--- src/rtl/alu_sequencer_pkg.sv ---
// rtl/alu_sequencer_pkg.sv - shared op codes, error codes, FSM encoding and limits for the ALU sequencer
package alu_sequencer_pkg;

  localparam int W_DEF    = 14;
  localparam int MAXV_DEF = 9999;

  typedef enum logic [1:0] {
    OP_ADD = 2'b00,
    OP_SUB = 2'b01,
    OP_MUL = 2'b10,
    OP_DIV = 2'b11
  } op_e;

  typedef enum logic [1:0] {
    ERR_NONE  = 2'b00,
    ERR_OVF   = 2'b01,
    ERR_DIV0  = 2'b10,
    ERR_RANGE = 2'b11
  } err_e;

  // 4-bit encoding so the state can be shared with the main calculator FSM width
  typedef enum logic [3:0] {
    S_IDLE  = 4'd0,
    S_LOAD  = 4'd1,
    S_EXEC  = 4'd2,
    S_CHECK = 4'd3,
    S_DONE  = 4'd4
  } state_e;

endpackage

--- src/rtl/alu_sequencer_if.sv ---
// rtl/alu_sequencer_if.sv - request/result bundle between the calculator FSM and the ALU sequencer
interface alu_sequencer_if #(
  parameter int W = 14
) ();

  logic         start;
  logic [1:0]   op;
  logic [W-1:0] a;
  logic [W-1:0] b;
  logic         busy;
  logic         done;
  logic [W-1:0] result;
  logic         neg;
  logic         err;
  logic [1:0]   err_code;

  // calculator FSM side
  modport master (
    output start, op, a, b,
    input  busy, done, result, neg, err, err_code
  );

  // ALU sequencer side
  modport slave (
    input  start, op, a, b,
    output busy, done, result, neg, err, err_code
  );

endinterface

--- src/rtl/alu_sequencer_iter_core.sv ---
// rtl/alu_sequencer_iter_core.sv - accumulator, shift registers and iteration counter for the ALU
module alu_iter_core
  import alu_sequencer_pkg::*;
#(
  parameter int W = W_DEF
) (
  input  logic           clk,
  input  logic           reset,
  input  logic           load,
  input  logic           step,
  input  op_e            op,
  input  logic [W-1:0]   a,
  input  logic [W-1:0]   b,
  output logic [2*W-1:0] acc,
  output logic           last
);

  localparam int            CW       = $clog2(W);
  localparam logic [CW-1:0] CNT_LAST = CW'(W - 1);

  op_e            op_q, op_d;
  logic [2*W-1:0] acc_q, acc_d;
  logic [2*W-1:0] mcand_q, mcand_d;   // multiplicand, shifted left each mul step
  logic [W-1:0]   mplier_q, mplier_d; // multiplier, consumed LSB first
  logic [W-1:0]   x_q, x_d;           // operand a; dividend bits leave from the MSB during div
  logic [W-1:0]   y_q, y_d;           // operand b; also the divisor
  logic [W-1:0]   rem_q, rem_d;       // partial remainder for restoring division
  logic [CW-1:0]  cnt_q, cnt_d;

  logic [W:0]     rem_sh;
  logic           q_bit;

  // datapath registers; reset clears accumulator and iteration counter
  always_ff @(posedge clk or posedge reset) begin
    if (reset) begin
      op_q     <= OP_ADD;
      acc_q    <= '0;
      mcand_q  <= '0;
      mplier_q <= '0;
      x_q      <= '0;
      y_q      <= '0;
      rem_q    <= '0;
      cnt_q    <= '0;
    end else begin
      op_q     <= op_d;
      acc_q    <= acc_d;
      mcand_q  <= mcand_d;
      mplier_q <= mplier_d;
      x_q      <= x_d;
      y_q      <= y_d;
      rem_q    <= rem_d;
      cnt_q    <= cnt_d;
    end
  end

  // load captures the operands; each step does one add/sub or one mul/div iteration
  always_comb begin
    op_d     = op_q;
    acc_d    = acc_q;
    mcand_d  = mcand_q;
    mplier_d = mplier_q;
    x_d      = x_q;
    y_d      = y_q;
    rem_d    = rem_q;
    cnt_d    = cnt_q;
    rem_sh   = {rem_q, x_q[W-1]};
    q_bit    = 1'b0;

    if (load) begin
      op_d     = op;
      acc_d    = '0;
      mcand_d  = {{W{1'b0}}, a};
      mplier_d = b;
      x_d      = a;
      y_d      = b;
      rem_d    = '0;
      cnt_d    = '0;
    end else if (step) begin
      cnt_d = cnt_q + 1'b1;
      case (op_q)
        OP_ADD: acc_d = {{W{1'b0}}, x_q} + {{W{1'b0}}, y_q};
        OP_SUB: acc_d = (x_q >= y_q) ? {{W{1'b0}}, x_q - y_q} : {{W{1'b0}}, y_q - x_q};
        OP_MUL: begin
          if (mplier_q[0]) acc_d = acc_q + mcand_q;
          mcand_d  = mcand_q << 1;
          mplier_d = mplier_q >> 1;
        end
        OP_DIV: begin
          // trial subtract; keep the shifted remainder when the divisor does not fit
          if (rem_sh >= {1'b0, y_q}) begin
            rem_d = W'(rem_sh - {1'b0, y_q});
            q_bit = 1'b1;
          end else begin
            rem_d = rem_sh[W-1:0];
          end
          x_d   = x_q << 1;
          acc_d = {acc_q[2*W-2:0], q_bit};
        end
        default: acc_d = acc_q;
      endcase
    end
  end

  assign acc  = acc_q;
  assign last = (cnt_q == CNT_LAST);

endmodule

--- src/rtl/alu_sequencer.sv ---
// rtl/alu_sequencer.sv - multi-cycle ALU controller: FSM, operand checks and held result registers
module alu_sequencer
  import alu_sequencer_pkg::*;
#(
  parameter int W    = W_DEF,
  parameter int MAXV = MAXV_DEF
) (
  input  logic           clk,
  input  logic           reset,
  alu_sequencer_if.slave bus
);

  localparam logic [W-1:0]   MAXV_W   = W'(MAXV);
  localparam logic [2*W-1:0] MAXV_ACC = (2*W)'(MAXV);

  state_e       state_q, state_d;
  op_e          op_q, op_d;
  logic         lt_q, lt_d;             // a < b at load time, gives the sub sign
  err_e         ecode_q, ecode_d;       // error found during LOAD, pending until CHECK
  logic [W-1:0] result_q, result_d;
  logic         neg_q, neg_d;
  logic         err_q, err_d;
  err_e         err_code_q, err_code_d;

  op_e            op_in;
  logic           range_bad;
  logic           div_zero;
  err_e           chk_code;
  logic           core_load;
  logic           core_step;
  logic [2*W-1:0] acc;
  logic           last;

  assign op_in     = op_e'(bus.op);
  assign range_bad = (bus.a > MAXV_W) || (bus.b > MAXV_W);
  assign div_zero  = (op_in == OP_DIV) && (bus.b == '0);

  alu_iter_core #(.W(W)) u_core (
    .clk   (clk),
    .reset (reset),
    .load  (core_load),
    .step  (core_step),
    .op    (op_in),
    .a     (bus.a),
    .b     (bus.b),
    .acc   (acc),
    .last  (last)
  );

  // state and result registers; reset aborts any operation without a done pulse
  always_ff @(posedge clk or posedge reset) begin
    if (reset) begin
      state_q    <= S_IDLE;
      op_q       <= OP_ADD;
      lt_q       <= 1'b0;
      ecode_q    <= ERR_NONE;
      result_q   <= '0;
      neg_q      <= 1'b0;
      err_q      <= 1'b0;
      err_code_q <= ERR_NONE;
    end else begin
      state_q    <= state_d;
      op_q       <= op_d;
      lt_q       <= lt_d;
      ecode_q    <= ecode_d;
      result_q   <= result_d;
      neg_q      <= neg_d;
      err_q      <= err_d;
      err_code_q <= err_code_d;
    end
  end

  // next state: LOAD errors skip EXEC; add/sub take one EXEC cycle, mul/div run until last
  always_comb begin
    state_d = state_q;
    case (state_q)
      S_IDLE:  if (bus.start) state_d = S_LOAD;
      S_LOAD:  state_d = (range_bad || div_zero) ? S_CHECK : S_EXEC;
      S_EXEC:  if (op_q == OP_ADD || op_q == OP_SUB || last) state_d = S_CHECK;
      S_CHECK: state_d = S_DONE;
      S_DONE:  state_d = S_IDLE;
      default: state_d = S_IDLE;
    endcase
  end

  // operand checks in LOAD and result/error update in CHECK; overflow uses the full accumulator
  always_comb begin
    op_d       = op_q;
    lt_d       = lt_q;
    ecode_d    = ecode_q;
    result_d   = result_q;
    neg_d      = neg_q;
    err_d      = err_q;
    err_code_d = err_code_q;
    chk_code   = ((ecode_q == ERR_NONE) && (acc > MAXV_ACC)) ? ERR_OVF : ecode_q;

    if (state_q == S_LOAD) begin
      op_d = op_in;
      lt_d = (bus.a < bus.b);
      if (range_bad)     ecode_d = ERR_RANGE;
      else if (div_zero) ecode_d = ERR_DIV0;
      else               ecode_d = ERR_NONE;
    end

    if (state_q == S_CHECK) begin
      err_code_d = chk_code;
      if (chk_code != ERR_NONE) begin
        result_d = '0;
        err_d    = 1'b1;
        neg_d    = 1'b0;
      end else begin
        result_d = acc[W-1:0];
        err_d    = 1'b0;
        neg_d    = (op_q == OP_SUB) && lt_q;
      end
    end
  end

  // status and core controls decoded from the current state
  always_comb begin
    bus.busy  = (state_q != S_IDLE);
    bus.done  = (state_q == S_DONE);
    core_load = (state_q == S_LOAD);
    core_step = (state_q == S_EXEC);
  end

  assign bus.result   = result_q;
  assign bus.neg      = neg_q;
  assign bus.err      = err_q;
  assign bus.err_code = err_code_q;

endmodule
--- src/flat_wrapper.sv ---
// flat-port wrapper written by rule: the top's interface ports become plain ports
module alu_sequencer_flat import alu_sequencer_pkg::*;
#(
  parameter int W    = W_DEF,
  parameter int MAXV = MAXV_DEF
)
  (clk, reset, bus_start, bus_op, bus_a, bus_b, bus_busy, bus_done, bus_result, bus_neg, bus_err, bus_err_code);
  alu_sequencer_if #(.W(W)) bus_i ();
  input  logic clk;
  input  logic reset;
  input wire logic [$bits(bus_i.start)-1:0] bus_start;
  input wire logic [$bits(bus_i.op)-1:0] bus_op;
  input wire logic [$bits(bus_i.a)-1:0] bus_a;
  input wire logic [$bits(bus_i.b)-1:0] bus_b;
  output wire logic [$bits(bus_i.busy)-1:0] bus_busy;
  output wire logic [$bits(bus_i.done)-1:0] bus_done;
  output wire logic [$bits(bus_i.result)-1:0] bus_result;
  output wire logic [$bits(bus_i.neg)-1:0] bus_neg;
  output wire logic [$bits(bus_i.err)-1:0] bus_err;
  output wire logic [$bits(bus_i.err_code)-1:0] bus_err_code;
  assign bus_i.start = bus_start;
  assign bus_i.op = bus_op;
  assign bus_i.a = bus_a;
  assign bus_i.b = bus_b;
  assign bus_busy = bus_i.busy;
  assign bus_done = bus_i.done;
  assign bus_result = bus_i.result;
  assign bus_neg = bus_i.neg;
  assign bus_err = bus_i.err;
  assign bus_err_code = bus_i.err_code;
  alu_sequencer #(.W(W), .MAXV(MAXV)) u_core (.clk(clk), .reset(reset), .bus(bus_i));
endmodule
--- config.mk ---
export PLATFORM = sky130hd
export DESIGN_NAME = alu_sequencer_flat
export DESIGN_NICKNAME = d
export VERILOG_FILES = /design/src/rtl/alu_sequencer_pkg.sv /design/src/rtl/alu_sequencer_if.sv /design/src/rtl/alu_sequencer_iter_core.sv /design/src/rtl/alu_sequencer.sv /design/src/flat_wrapper.sv
export SDC_FILE = /design/constraint.sdc
export NUM_CORES = 1
export LEC_CHECK = 0
export ABC_CLOCK_PERIOD_IN_PS = 4800
export CORE_ASPECT_RATIO = 1.1
export CORE_MARGIN = 2
export CORE_UTILIZATION = 50
export DETAILED_ROUTE_END_ITERATION = 6
export GPL_TIMING_DRIVEN = 0
export PLACE_DENSITY = 0.68
export SLEW_MARGIN = 20
export SYNTH_ARGS = -nofsm -noshare
export SYNTH_HDL_FRONTEND = slang
export SYNTH_SLANG_ARGS = --single-unit
--- constraint.sdc ---
create_clock -name clk -period 4.8 [get_ports clk]
set_input_delay 0.48 -clock clk [delete_from_list [all_inputs] [get_ports clk]]
set_output_delay 0.48 -clock clk [all_outputs]
set_load 0.03 [all_outputs]
==> flow_summary.ini <==
[global_route]
grtUsageTotal_pct = 28.0
grt_pass1_wl_um = 47800
grt_pass1_vias = 8808
grt_max_degree = 105
antenna_found_initial = 0
grt_overflow = 0

[final_layout]
fin_area_sq_um = 11900
multi_input_area_sq_um = 6320
fin_cells = 1525
drive_gt1_share_pct = 5.76
seqCellArea_sq_um = 3550
area_growth_pct = 14.2
final.fill_count = 1863
final_util_pct = 57.9
final_nets = 1391

[clock_network]
clock_latency_ns = 0.43
cts_htree_levels = 4
cts_max_path_buffers = 2
postCtsSetupBuffers = 0
hold_buffers = 0
cts.sinks = 142
path_clk_slew_ns = 0.07
cts_tree = done
root_buffer = clkbuf_16
cts_made_buffers = 17
cts_resized = 0

[floorplanning]
die_w_um = 141
initial_core_util_pct = 50.7
fp.dieArea_sq_um = 22000
die_h_um = 155
core_area_sq_um = 20500
rows = 55
ios = 53

[synthesis]
synth_nets = 1319
async_flop_share_pct = 100
syn-cell-area_sq_um = 10400
yosysUniqueCellTypes = 76
syn_avg_cell_area_sq_um = 8.78
synth-seq-area-share_pct = 34.2
yosysWarnings = 0
synth_cells = 1184
ys_ff_latch = 142
synth-edff-count = 0
ys.flop_type = dfrtp_1

[pwr]
power_mw = 9.14
peakVddDrop_mv = 0.348
combPwrFrac_pct = 62.0
p_int_mw = 4.79
switching_share_pct = 47.7
p_leak_nw = 5.49
pwr_density_cell_nw_per_um2 = 770
switchingPower_mw = 4.36
clkPwrFrac_pct = 15.0
power_frac_seq_pct = 23.0

[route]
vias_per_cell = 6.14
drt_iter0_markers = 793
first_pass_iters = 7
drc = 0
ant_nets = 0
post_drt_wl_per_cell_um = 19.9
vias = 9361
wl_um = 30400

[status]
status = complete, no violations

[timing]
rsz0062_at_grt = no
fmax_ghz = 0.274
final_period_minus_worst_setup_slack_ns = 3.65
final.setup.tns_ns = 0
setup_violations = 0
worstMarginPinSlew_ns = 0.789
hold_slack_ns = 0.435
finClkSkew_ns = 0.0115
relSlewSlack_pct = 47.2
hold_viol = 0
maxSlewViolCount = 0
setup_ws_ns = 1.15
period_share_pct = 76.0

[setup_path]
path_class = reg -> reg
critical_path.max_fanout = 4
r2r_cells = 11
start_kind = register
cp_common_cell = a2111oi_0
cp.required_ns = 5.16
worst_path_largest_cell_delay_ns = 0.73
crit_chain = ha_1 -> fa_1 -> a21oi_1 -> o21ai_1 -> a2111oi_0 -> o31a_1 -> o211ai_1 -> nand2_1 -> a311oi_1 -> a2111oi_0 -> a311o_1
cp-end-kind = register
arrival_ns = 4.01
cp_slowest_cell = a2111oi_0

[placed_design]
place_inst = 1493
place_ws_ns = 1.16
hpwl_um = 23400
routabilityCongestion = 0.938
io_buffers = 52
place_area_sq_um = 11300

[worst_hold_path]
hold_path_class = in -> async

[job]
maxCapViolations = 0
## cell usage after synthesis, types with 14 or more instances
library cell / n / share of area [%]
o21ai_0: 92 / 4.4
a22o_1: 25 / 2.1
nor2_1: 64 / 2.3
mux2i_1: 37 / 3.6
xor2_1: 19 / 1.6
a21o_1: 32 / 2.3
dfrtp_1: 142 / 34
a31oi_1: 38 / 2.3
nand3_1: 39 / 1.9
nand2_1: 150 / 5.4
xnor2_1: 33 / 2.8
ha_1: 97 / 12
inv_1: 70 / 2.5
clkbuf_1: 42 / 1.5
a21oi_1: 63 / 3.0
nor3_1: 14 / 0.67
## worst paths after layout
kind	from	endpoint	slack, ns
max	u_core.u_core.acc[0]$_DFFE_PP0P_	u_core.u_core.acc[26]$_DFFE_PP0P_	1.15
min	reset	u_core.u_core.acc[10]$_DFFE_PP0P_	0.43
max reg2reg	u_core.u_core.acc[0]$_DFFE_PP0P_	u_core.u_core.acc[26]$_DFFE_PP0P_	1.15
min reg2reg	u_core.bus.err_code[1]$_DFFE_PP0P_	u_core.bus.err_code[1]$_DFFE_PP0P_	0.48
max in group asynchronous	reset	u_core.u_core.x_q[0]$_DFFE_PP0P_	3.53
min in group clk	u_core.bus.err_code[1]$_DFFE_PP0P_	u_core.bus.err_code[1]$_DFFE_PP0P_	0.48
## layout make-up
class	instances	share of cell area, %
multi-input cells	912	53.3
flip-flops and latches	142	29.9
repair buffers	53	4.62
clock buffers	22	3.91
well taps	256	2.70
inverters	70	2.28
plain buffers	60	2.15
clock inverters	9	1.13
diodes	1	0.0211
## worst max-delay path: cells and delay by family (launching register included)
| family | cells | cell delay (ns) |
|---|---|---|
| adder cells (fa/ha/maj) | 2 | 0.72 |
| flip-flops | 1 | 0.45 |
| AO/OA/AOI/OAI | 8 | 2.26 |
| AND/OR/NAND/NOR | 1 | 0.13 |
## flip-flops by register name, summed over array words and instances (netlist names)
register                count
u_core.bus.result          14
u_core.u_core.mcand_q      28
u_core.op_q                 2
u_core.u_core.x_q          14
u_core.bus.err_code         2
u_core.u_core.y_q          14
u_core.u_core.cnt_q         4
u_core.bus.err              1
u_core.lt_q                 1
u_core.u_core.mplier_q     14
u_core.bus.neg              1
u_core.state_q              3
u_core.u_core.acc          28
u_core.u_core.rem_q        14
u_core.ecode_q              2
## cell families (layout without fill, tap and decap cells)
group / after synthesis / count (layout) / synth area share (%)
xor gates and xnor gates: 52 / 52 / 4.38
other: 0 / 1 / 0
AOI/OAI and AO/OA: 365 / 365 / 23.4
and+or+nand+nor: 348 / 348 / 15.6
buffers and inverters: 130 / 214 / 4.98
adders and majority gates: 102 / 102 / 12.6
DFF: 142 / 142 / 34.2
muxes: 45 / 45 / 4.86
## power groups by stage
stage	combinational [mW]	clock, mW	sequential (mW)
4_1_cts	5.60	1.38	2.09
2_1_floorplan	4.08	0	2.03
3_3_place_gp	5.47	0	2.09
3_5_place_dp	5.57	0	2.11
6_report	5.67	1.37	2.10
5_1_grt	6.21	1.43	2.14
## cell usage in the layout (no fill, tap or decap), types with 32 or more instances in the layout
master / n
inv_1: 69
a21o_1: 32
clkbuf_1: 45
clkdlybuf4s50_1: 52
a31oi_1: 38
a21oi_1: 63
o21ai_0: 92
dfrtp_1: 142
mux2i_1: 37
xnor2_1: 33
nor2_1: 64
nand2_1: 150
nand3_1: 39
ha_1: 97
## layer usage
metal  global-route usage, %  routed length (um)  up-vias
li1                        -                   -     4426
met2                    44.5               13900      343
met1                    36.5               13100     4507
met4                    15.2                1760        0
met3                    4.99                1660       85
met5                       0                   0        -
Power figures use the tool's default switching activity.
